--- src/rtl/obfu_pkg.sv ---
`default_nettype none
// +-----------------------------------------------------------------------+
// | obfu_pkg : shared states and defaults for the key sequencing logic    |
// | Rev 1.0                                                               |
// +-----------------------------------------------------------------------+
package obfu_pkg;

  typedef enum logic [2:0] {
    IDLE  = 3'd0,
    SHIFT = 3'd1,
    CHECK = 3'd2,
    HOLD  = 3'd3,
    RUN   = 3'd4,
    ERROR = 3'd5
  } state_e;

  localparam int KEY_W_DEF    = 14;
  localparam int RST_HOLD_DEF = 4;

  // Number of serial bits in one key frame (key plus optional parity bit).
  function automatic int key_bits(input int key_w);
`ifdef KEY_PARITY_EN
    return key_w + 1;
`else
    return key_w;
`endif
  endfunction

endpackage
`default_nettype wire

--- src/rtl/key_shreg.sv ---
`default_nettype none
// +-----------------------------------------------------------------------+
// | key_shreg : serial key shadow register, bit counter, parity tracker   |
// | Rev 1.0                                                               |
// +-----------------------------------------------------------------------+
module key_shreg
  import obfu_pkg::*;
#(
  parameter int KEY_W = KEY_W_DEF
) (
  input  logic             clk_i,
  input  logic             rst_ni,
  input  logic             clr_i,
  input  logic             cap_i,
  input  logic             sdi_i,
  output logic [0:KEY_W-1] shadow_o,
  output logic             last_o
`ifdef KEY_PARITY_EN
  ,
  output logic             par_ok_o
`endif
);

  localparam int NB = key_bits(KEY_W);
  localparam int CW = $clog2(NB + 1);

  logic [0:KEY_W-1] shadow_q;
  logic [CW-1:0]    cnt_q;
  logic             done_q;
  logic             cap;

  assign cap    = cap_i & ~done_q;
  assign last_o = cap & (cnt_q == CW'(NB - 1));

  always_ff @(posedge clk_i or negedge rst_ni) begin
    if (!rst_ni) begin
      shadow_q <= '0;
      cnt_q    <= '0;
      done_q   <= 1'b0;
    end else if (clr_i) begin
      shadow_q <= '0;
      cnt_q    <= '0;
      done_q   <= 1'b0;
    end else if (cap) begin
      // Bit n lands in shadow[n]; the parity bit (index KEY_W) has no slot.
      for (int i = 0; i < KEY_W; i++) begin
        if (cnt_q == CW'(i)) shadow_q[i] <= sdi_i;
      end
      cnt_q <= cnt_q + CW'(1);
      if (last_o) done_q <= 1'b1;
    end
  end

`ifdef KEY_PARITY_EN
  logic par_q;

  always_ff @(posedge clk_i or negedge rst_ni) begin
    if (!rst_ni) begin
      par_q <= 1'b0;
    end else if (clr_i) begin
      par_q <= 1'b0;
    end else if (cap) begin
      par_q <= par_q ^ sdi_i;
    end
  end

  assign par_ok_o = ~par_q;
`endif

  assign shadow_o = shadow_q;

endmodule
`default_nettype wire

--- src/rtl/key_seq_ctrl.sv ---
`default_nettype none
// +-----------------------------------------------------------------------+
// | key_seq_ctrl : key-load / datapath sequencing controller              |
// | Option macro: KEY_PARITY_EN (even-parity bit after the key)           |
// | Rev 1.0                                                               |
// +-----------------------------------------------------------------------+
module key_seq_ctrl
  import obfu_pkg::*;
#(
  parameter int KEY_W    = KEY_W_DEF,
  parameter int RST_HOLD = RST_HOLD_DEF
) (
  input  logic             CLK,
  input  logic             RST_N,
  input  logic             key_sdi,
  input  logic             key_sdv,
  input  logic             key_clr,
  input  logic             enable_in,
  output logic [0:KEY_W-1] k,
  output logic             dp_rst,
  output logic             dp_enable,
  output logic             key_ready,
  output logic             key_err
);

  localparam int HW = (RST_HOLD > 1) ? $clog2(RST_HOLD) : 1;
`ifdef KEY_PARITY_EN
  localparam bit PAR_EN = 1'b1;
`else
  localparam bit PAR_EN = 1'b0;
`endif

  state_e           state_q;
  logic [0:KEY_W-1] k_q;
  logic [HW-1:0]    hold_q;
  logic             dp_rst_q;
  logic             key_ready_q;
  logic             key_err_q;

  logic [0:KEY_W-1] shadow;
  logic             shift_last;
  logic             check_pass;
  logic             cap;

  // Serial bits are only accepted while a key frame is being collected.
  assign cap = key_sdv & ~key_clr & ((state_q == IDLE) | (state_q == SHIFT));

  key_shreg #(
    .KEY_W (KEY_W)
  ) u_shreg (
    .clk_i    (CLK),
    .rst_ni   (RST_N),
    .clr_i    (key_clr),
    .cap_i    (cap),
    .sdi_i    (key_sdi),
    .shadow_o (shadow),
    .last_o   (shift_last)
`ifdef KEY_PARITY_EN
    ,
    .par_ok_o (check_pass)
`endif
  );

`ifndef KEY_PARITY_EN
  assign check_pass = 1'b1;
`endif

  always_ff @(posedge CLK or negedge RST_N) begin
    if (!RST_N) begin
      state_q     <= IDLE;
      k_q         <= '0;
      hold_q      <= '0;
      dp_rst_q    <= 1'b1;
      key_ready_q <= 1'b0;
      key_err_q   <= 1'b0;
    end else if (key_clr) begin
      state_q     <= IDLE;
      k_q         <= '0;
      hold_q      <= '0;
      dp_rst_q    <= 1'b1;
      key_ready_q <= 1'b0;
      key_err_q   <= 1'b0;
    end else begin
      case (state_q)
        IDLE:  if (key_sdv) state_q <= shift_last ? CHECK : SHIFT;
        SHIFT: if (shift_last) state_q <= CHECK;
        CHECK: begin
          if (check_pass) begin
            k_q     <= shadow;
            hold_q  <= '0;
            state_q <= HOLD;
          end else begin
            key_err_q <= 1'b1;
            state_q   <= ERROR;
          end
        end
        HOLD: begin
          if (hold_q == HW'(RST_HOLD - 1)) begin
            state_q     <= RUN;
            dp_rst_q    <= 1'b0;
            key_ready_q <= 1'b1;
          end else begin
            hold_q <= hold_q + HW'(1);
          end
        end
        RUN, ERROR: ;
        default: state_q <= IDLE;
      endcase
    end
  end

  assign k         = k_q;
  assign dp_rst    = dp_rst_q;
  assign key_ready = key_ready_q;
  assign key_err   = PAR_EN & key_err_q;
  assign dp_enable = enable_in & (state_q == RUN);

endmodule
`default_nettype wire

--- config.mk ---
export PLATFORM = sky130hd
export DESIGN_NAME = key_seq_ctrl
export DESIGN_NICKNAME = d
export VERILOG_FILES = /design/src/rtl/obfu_pkg.sv /design/src/rtl/key_shreg.sv /design/src/rtl/key_seq_ctrl.sv
export SDC_FILE = /design/constraint.sdc
export NUM_CORES = 1
export LEC_CHECK = 0
export ABC_AREA = 1
export ABC_CLOCK_PERIOD_IN_PS = 3400
export BUFFER_PORTS_ARGS = -buffer_cell sky130_fd_sc_hd__buf_2
export CAP_MARGIN = 20
export CELL_PAD_IN_SITES_DETAIL_PLACEMENT = 0
export CELL_PAD_IN_SITES_GLOBAL_PLACEMENT = 1
export CORE_UTILIZATION = 45
export DETAILED_ROUTE_END_ITERATION = 10
export PLACE_DENSITY_LB_ADDON = 0.1
export REMOVE_ABC_BUFFERS = 1
export SKIP_LAST_GASP = 1
export SYNTH_ARGS = -nofsm -noshare
export SYNTH_HDL_FRONTEND = slang
export SYNTH_SLANG_ARGS = --single-unit
--- constraint.sdc ---
create_clock -name CLK -period 3.4 [get_ports CLK]
set_input_delay 0.68 -clock CLK [delete_from_list [all_inputs] [get_ports CLK]]
set_output_delay 0.68 -clock CLK [all_outputs]
set_load 0.05 [all_outputs]
**After elaboration in Yosys (flattened, before gate mapping)**

Cells that the tools add are included.

- Memories: 0
- Bits of input ports: 6
- Output and inout bits: 18
- Memory bits (read-only): 0
- Bits in writable memories: 0
- Bits in latches: 0
- Register bits after elaboration: 40

- $lt $le $gt $ge: 0
- Muxes and demuxes: 38
- $mul: 0
- Eq/ne operators: 24
- Shift-type cells: 0
- Bitwise operators: 8
- Divide/modulo/power cells: 0
- $add $sub $neg: 2
- Reduce and logical (&&, ||, !) cells: 41

Operators by type and width:

| cell | number |
|---|---|
| $mux W14 | 4 |
| $reduce_bool A2 Y1 | 19 |
| $reduce_and A2 Y1 | 17 |
| $eq A4 B4 Y1 const B | 6 |
| $mux W1 | 23 |
| $eq A4 B3 Y1 const B | 4 |
| $pmux W3 S5 | 1 |
| $mux W3 | 4 |
| $ne A3 B3 Y1 const B | 4 |
| $eq A4 B2 Y1 const B | 2 |
| $mux W4 | 2 |
| $eq A3 B2 Y1 const B | 2 |
| $eq A3 B3 Y1 const B | 2 |
| $mux W2 | 3 |
| $and A1 B1 Y1 | 5 |
| $add A4 B1 Y4 const B | 1 |
| $eq A4 B1 Y1 const B | 1 |
| $logic_not A4 Y1 | 1 |
| $pmux W2 S2 | 1 |
| $reduce_and A4 Y1 | 1 |
| $eq A3 B1 Y1 const B | 1 |
| $logic_not A3 Y1 | 1 |
| $reduce_bool A3 Y1 | 1 |
| $add A2 B1 Y2 const B | 1 |
| 5 further kinds | 6 |

**Depth between registers and ports, before layout**

- Depth in word-level cells: 9
- Gate-level depth with buffers: 10
- Depth with buffers taken out: 10

**By module**

A second synthesis with hierarchy kept.

- Cell total of the unflattened synthesis: 266
- Area total of the unflattened synthesis: 2199.6 µm²

By module, submodules not included:

| module | sequential area each (µm²) | instances | cells each | area an instance (µm²) |
|---|---|---|---|---|
| key_shreg | 475.5 | 1 | 145 | 1104.8 |
| key_seq_ctrl | 526.8 | 1 | 121 | 1094.8 |

**Worst setup path before layout**

Ideal clock, no wire load.

- Path kind: input port to output port
- Start: input enable_in
- End: output dp_enable
- Data arrival time: 1.367 ns
- Setup slack: 1.353 ns
- Required time: 2.720 ns
- Path buffers: 0
- Stages: 2
- Cells stage by stage: nand2_1 > nor2_1

- Word-level cells in the longest chain between the ends: 1

RTL lines:

| element | RTL line | source |
|---|---|---|
| start: declaration | key_seq_ctrl.sv:18 | `input logic enable_in,` |
| $and A1 B1 Y1 | key_seq_ctrl.sv:116 | `assign dp_enable = enable_in & (state_q == RUN);` |
| end: declaration | key_seq_ctrl.sv:21 | `output logic dp_enable,` |

Every way passes these cells.

**Final worst setup path**

- Start: register state_q[1]
- End: output dp_enable

- Word-level cells in the longest chain between the ends: 2

RTL lines:

| element | RTL line | source |
|---|---|---|
| start: declaration | key_seq_ctrl.sv:33 | `state_e state_q;` |
| start signal: assignment | key_seq_ctrl.sv:85 | `IDLE: if (key_sdv) state_q <= shift_last ? CHECK : SHIFT;` |
| $eq A3 B3 Y1 | key_seq_ctrl.sv:116 |  |
| $and A1 B1 Y1 | key_seq_ctrl.sv:116 |  |

Every way passes these cells.

==> results.md <==
* Status: finished, final reports clean
* Synth top area cells: dfrtp_1 50%, nand2_1 15%, o21ai_0 6.7%
* Area leader, netlist: dfrtp_1
* Total congestion overflow at 0
* CTS tree: yes
* Clk buf depth at 2
* WL per Instance at 11.7 um
* Antenna diodes at 0
* Crit path max fanout at 6
* RSZ-0062 raised after global routing: no
* Setup crit end kind: output pin
* First-pass GRT wire length at slightly above 6000 um
* Crit path cell chain: inv_1, nand2_1, nor2_1, buf_2
* Dpl hpwl at about 2500 um
* Fillcell total at 390
* Synthesis warning total at 0
* Final setup vio count at 0
* Hold Crit Class: reg -> reg
* Clock root buffer: clkbuf_8
* Die height at 67.5 um
* Largest net degree at the start of global routing at 42
* Peak VDD IR at between 200 and 300 uV
* Hold wc startpoint: dp_rst$_DFFE_PN1P_
* Register area share after synthesis at 51.8%
* Worst path depth at 4
* IO Count at 24
* Critical-path top delay cell: dfrtp_1
* Nets at approximately 270
* IO buf count at 22
* Max-slew violations at 0
* Skew final at ~0.0066 ns
* Commonest non-fill, non-tap cell in the layout: nand2_1
* Final hold violation count at 0
* FF-to-FF path depth at 8
* Relative slew slack at about two fifths
* Startpoint Class: flop
* DR vias/cell at around 4.7
* Crit path arrival time at around 1.3 ns
* GR Util All Layers at a little under a fifth
* Total core area at about 4000 sq um
* Starting Density at 47.6%
* Period Utilization, post-route at around three fifths
* Die Span X at 67.5 um
* MaxCap Viol Count at 0
* Top-area cell type share of the netlist area at 50.5%
* Residual DRC at 0
* Proportion of layout cells with a drive suffix above 1 at between 10% and 20%
* CTS resizes at 0
* # rows at 23
* #FFs+latches synth at 40
* Crit path kind: reg -> out
* P_leak at about 1.2 nW
* Area Growth Syn to Fin at 11.5%
* Hold Path End: dp_rst$_DFFE_PN1P_
* PwrDens at between 500 and 600 nW/um^2
* Initial antenna violation count at 0
* Clock latency on the worst-skew pair at ~0.29 ns
* H-tree lvl count at 2
* Die ar. at between 4000 and 5000 sq um
* Post-synth EDFFs at 0
* DRT Pass-1 Iters at 4
* Prevailing post-synth register cell: dfrtp_1
* Detailed Route WL at about 3600 um
* Num CTS Buffers at 5
* Clock Pin Slew Worst Setup and Hold Paths at 0.07 ns
* WHS at around 0.46 ns
* Fmax at ~0.5 GHz
* Buffers & Inverters on Critical Path at 2
* Setup TNS at 0 ns
* Synth unique cells at 23
* Hold Path Cell Cnt at 2
* Vias at 1464
* RR Endpoint: k[13]$_DFFE_PN0P_
* Commonest non-fill, non-tap cells in the layout: 76 x nand2_1, 39 x dfrtp_1, 26 x o21ai_0, 22 x buf_2, 21 x inv_1
* GPL Wtd Cong at a little over 0.8
* Post-CTS setup buffer count at 0
* Synthesized area per cell at just over 8 sq um
* Clock Sinks at 40
* Slack of the critical path at between 1 and 1.5 ns
* Critical path required time at 2.72 ns
* Drt initial violations at 79
* Number of hold buffers added after CTS at 0
* Total power at between 1 and 1.5 mW
* R2R Setup Slk at approximately 1.8 ns
* Post-synth ARST share at between 90% and 100%
* Synthesized cell area at 1930 sq um
* Worst path top cell family by delay: flip-flops
* Slew @ Worst Pin at 0.896 ns
* Pre-CTS setup slack at about 1.2 ns
* CP peak stage delay at between 0.4 and 0.5 ns
* Antenna violation net count after detailed routing at 0
* Crit path time final at about 2 ns
* Syn Inst Count at around 240
* Vias in the first global route at between 1000 and 1500
* Origin of the critical flop-to-flop path: state_q[2]$_DFFE_PN0P_
## flip-flops by register name (all words and copies together) (netlist names)
signal            count
k                    14
hold_q                2
u_shreg.cnt_q         4
dp_rst                1
key_ready             1
u_shreg.shadow_o     14
state_q               3
u_shreg.done_q        1
## layer usage
layer	track usage, %	part of all wire (%)	up-vias
met5	0	0	-
met4	7.18	1.7	0
met3	5.07	4.4	5
met2	27.0	40	34
met1	25.7	54	631
li1	-	-	794
## Yosys cell counts, drive strengths merged, types with 2 or more instances
library cell and instances:
inv 24, nor2 14, nor3 3, o21ai 36
ha 5, nand2 81, dfrtp 39, a21oi 4
nand4 2, buf 8, nand3 18
## final cells by class
class                           count  area [sq um]  area share (%)
Clock inverter                      2          35.0            1.63
Clock buffer                        6          72.6            3.37
Inverter                           24          90.1            4.18
Timing Repair Buffer               22           110            5.11
Multi-Input combinational cell    165           782            36.3
Tap cell                           50          62.6            2.90
Sequential cell                    40          1000            46.5
## cell families (layout without fill, tap and decap cells)
group	Yosys count	in the layout	share of synthesized area (%)
compound gates	41	41	10.7
fa+ha+maj	5	5	3.24
buf+inv	33	54	7.70
flops	40	40	51.8
other cells	1	1	0.194
simple gates	118	118	26.3
## worst max-delay path by stage
stage                            from                                to  slack [ns]
2_1_floorplan               enable_in                         dp_enable        1.35
3_3_place_gp                  key_clr  u_shreg.shadow_o[12]$_DFFE_PN0P_        1.21
3_5_place_dp                  key_clr  u_shreg.shadow_o[12]$_DFFE_PN0P_        1.18
4_1_cts        state_q[1]$_DFFE_PN0P_                         dp_enable        1.42
6_report       state_q[1]$_DFFE_PN0P_                         dp_enable        1.40
5_1_grt                       key_clr   u_shreg.shadow_o[5]$_DFFE_PN0P_        1.30
## metrics by stage
step	instances	utilization (%)	cell area, sq um
after global routing	309	53.1	2150
after detailed placement	301	50.4	2050
after floorplan	229	-	1870
final	309	53.1	2150
after CTS	309	53.1	2150
after global placement	301	50.4	2050
## tightest hold or removal path: cells and delay by family, from the launching register on
| kind | cells | cell delay, ns |
|---|---|---|
| and+or+nand+nor | 2 | 0.09 |
| DFF | 1 | 0.37 |
## power by group
group | leakage, nW | switching (mW) | total, mW | internal, mW
combinational | 0.559 | 0.183 | 0.251 | 0.0678
sequential | 0.541 | 0.0354 | 0.558 | 0.523
clock | 0.0552 | 0.164 | 0.381 | 0.218
total | 1.15 | 0.382 | 1.19 | 0.808
Power figures use the tool's default switching activity.
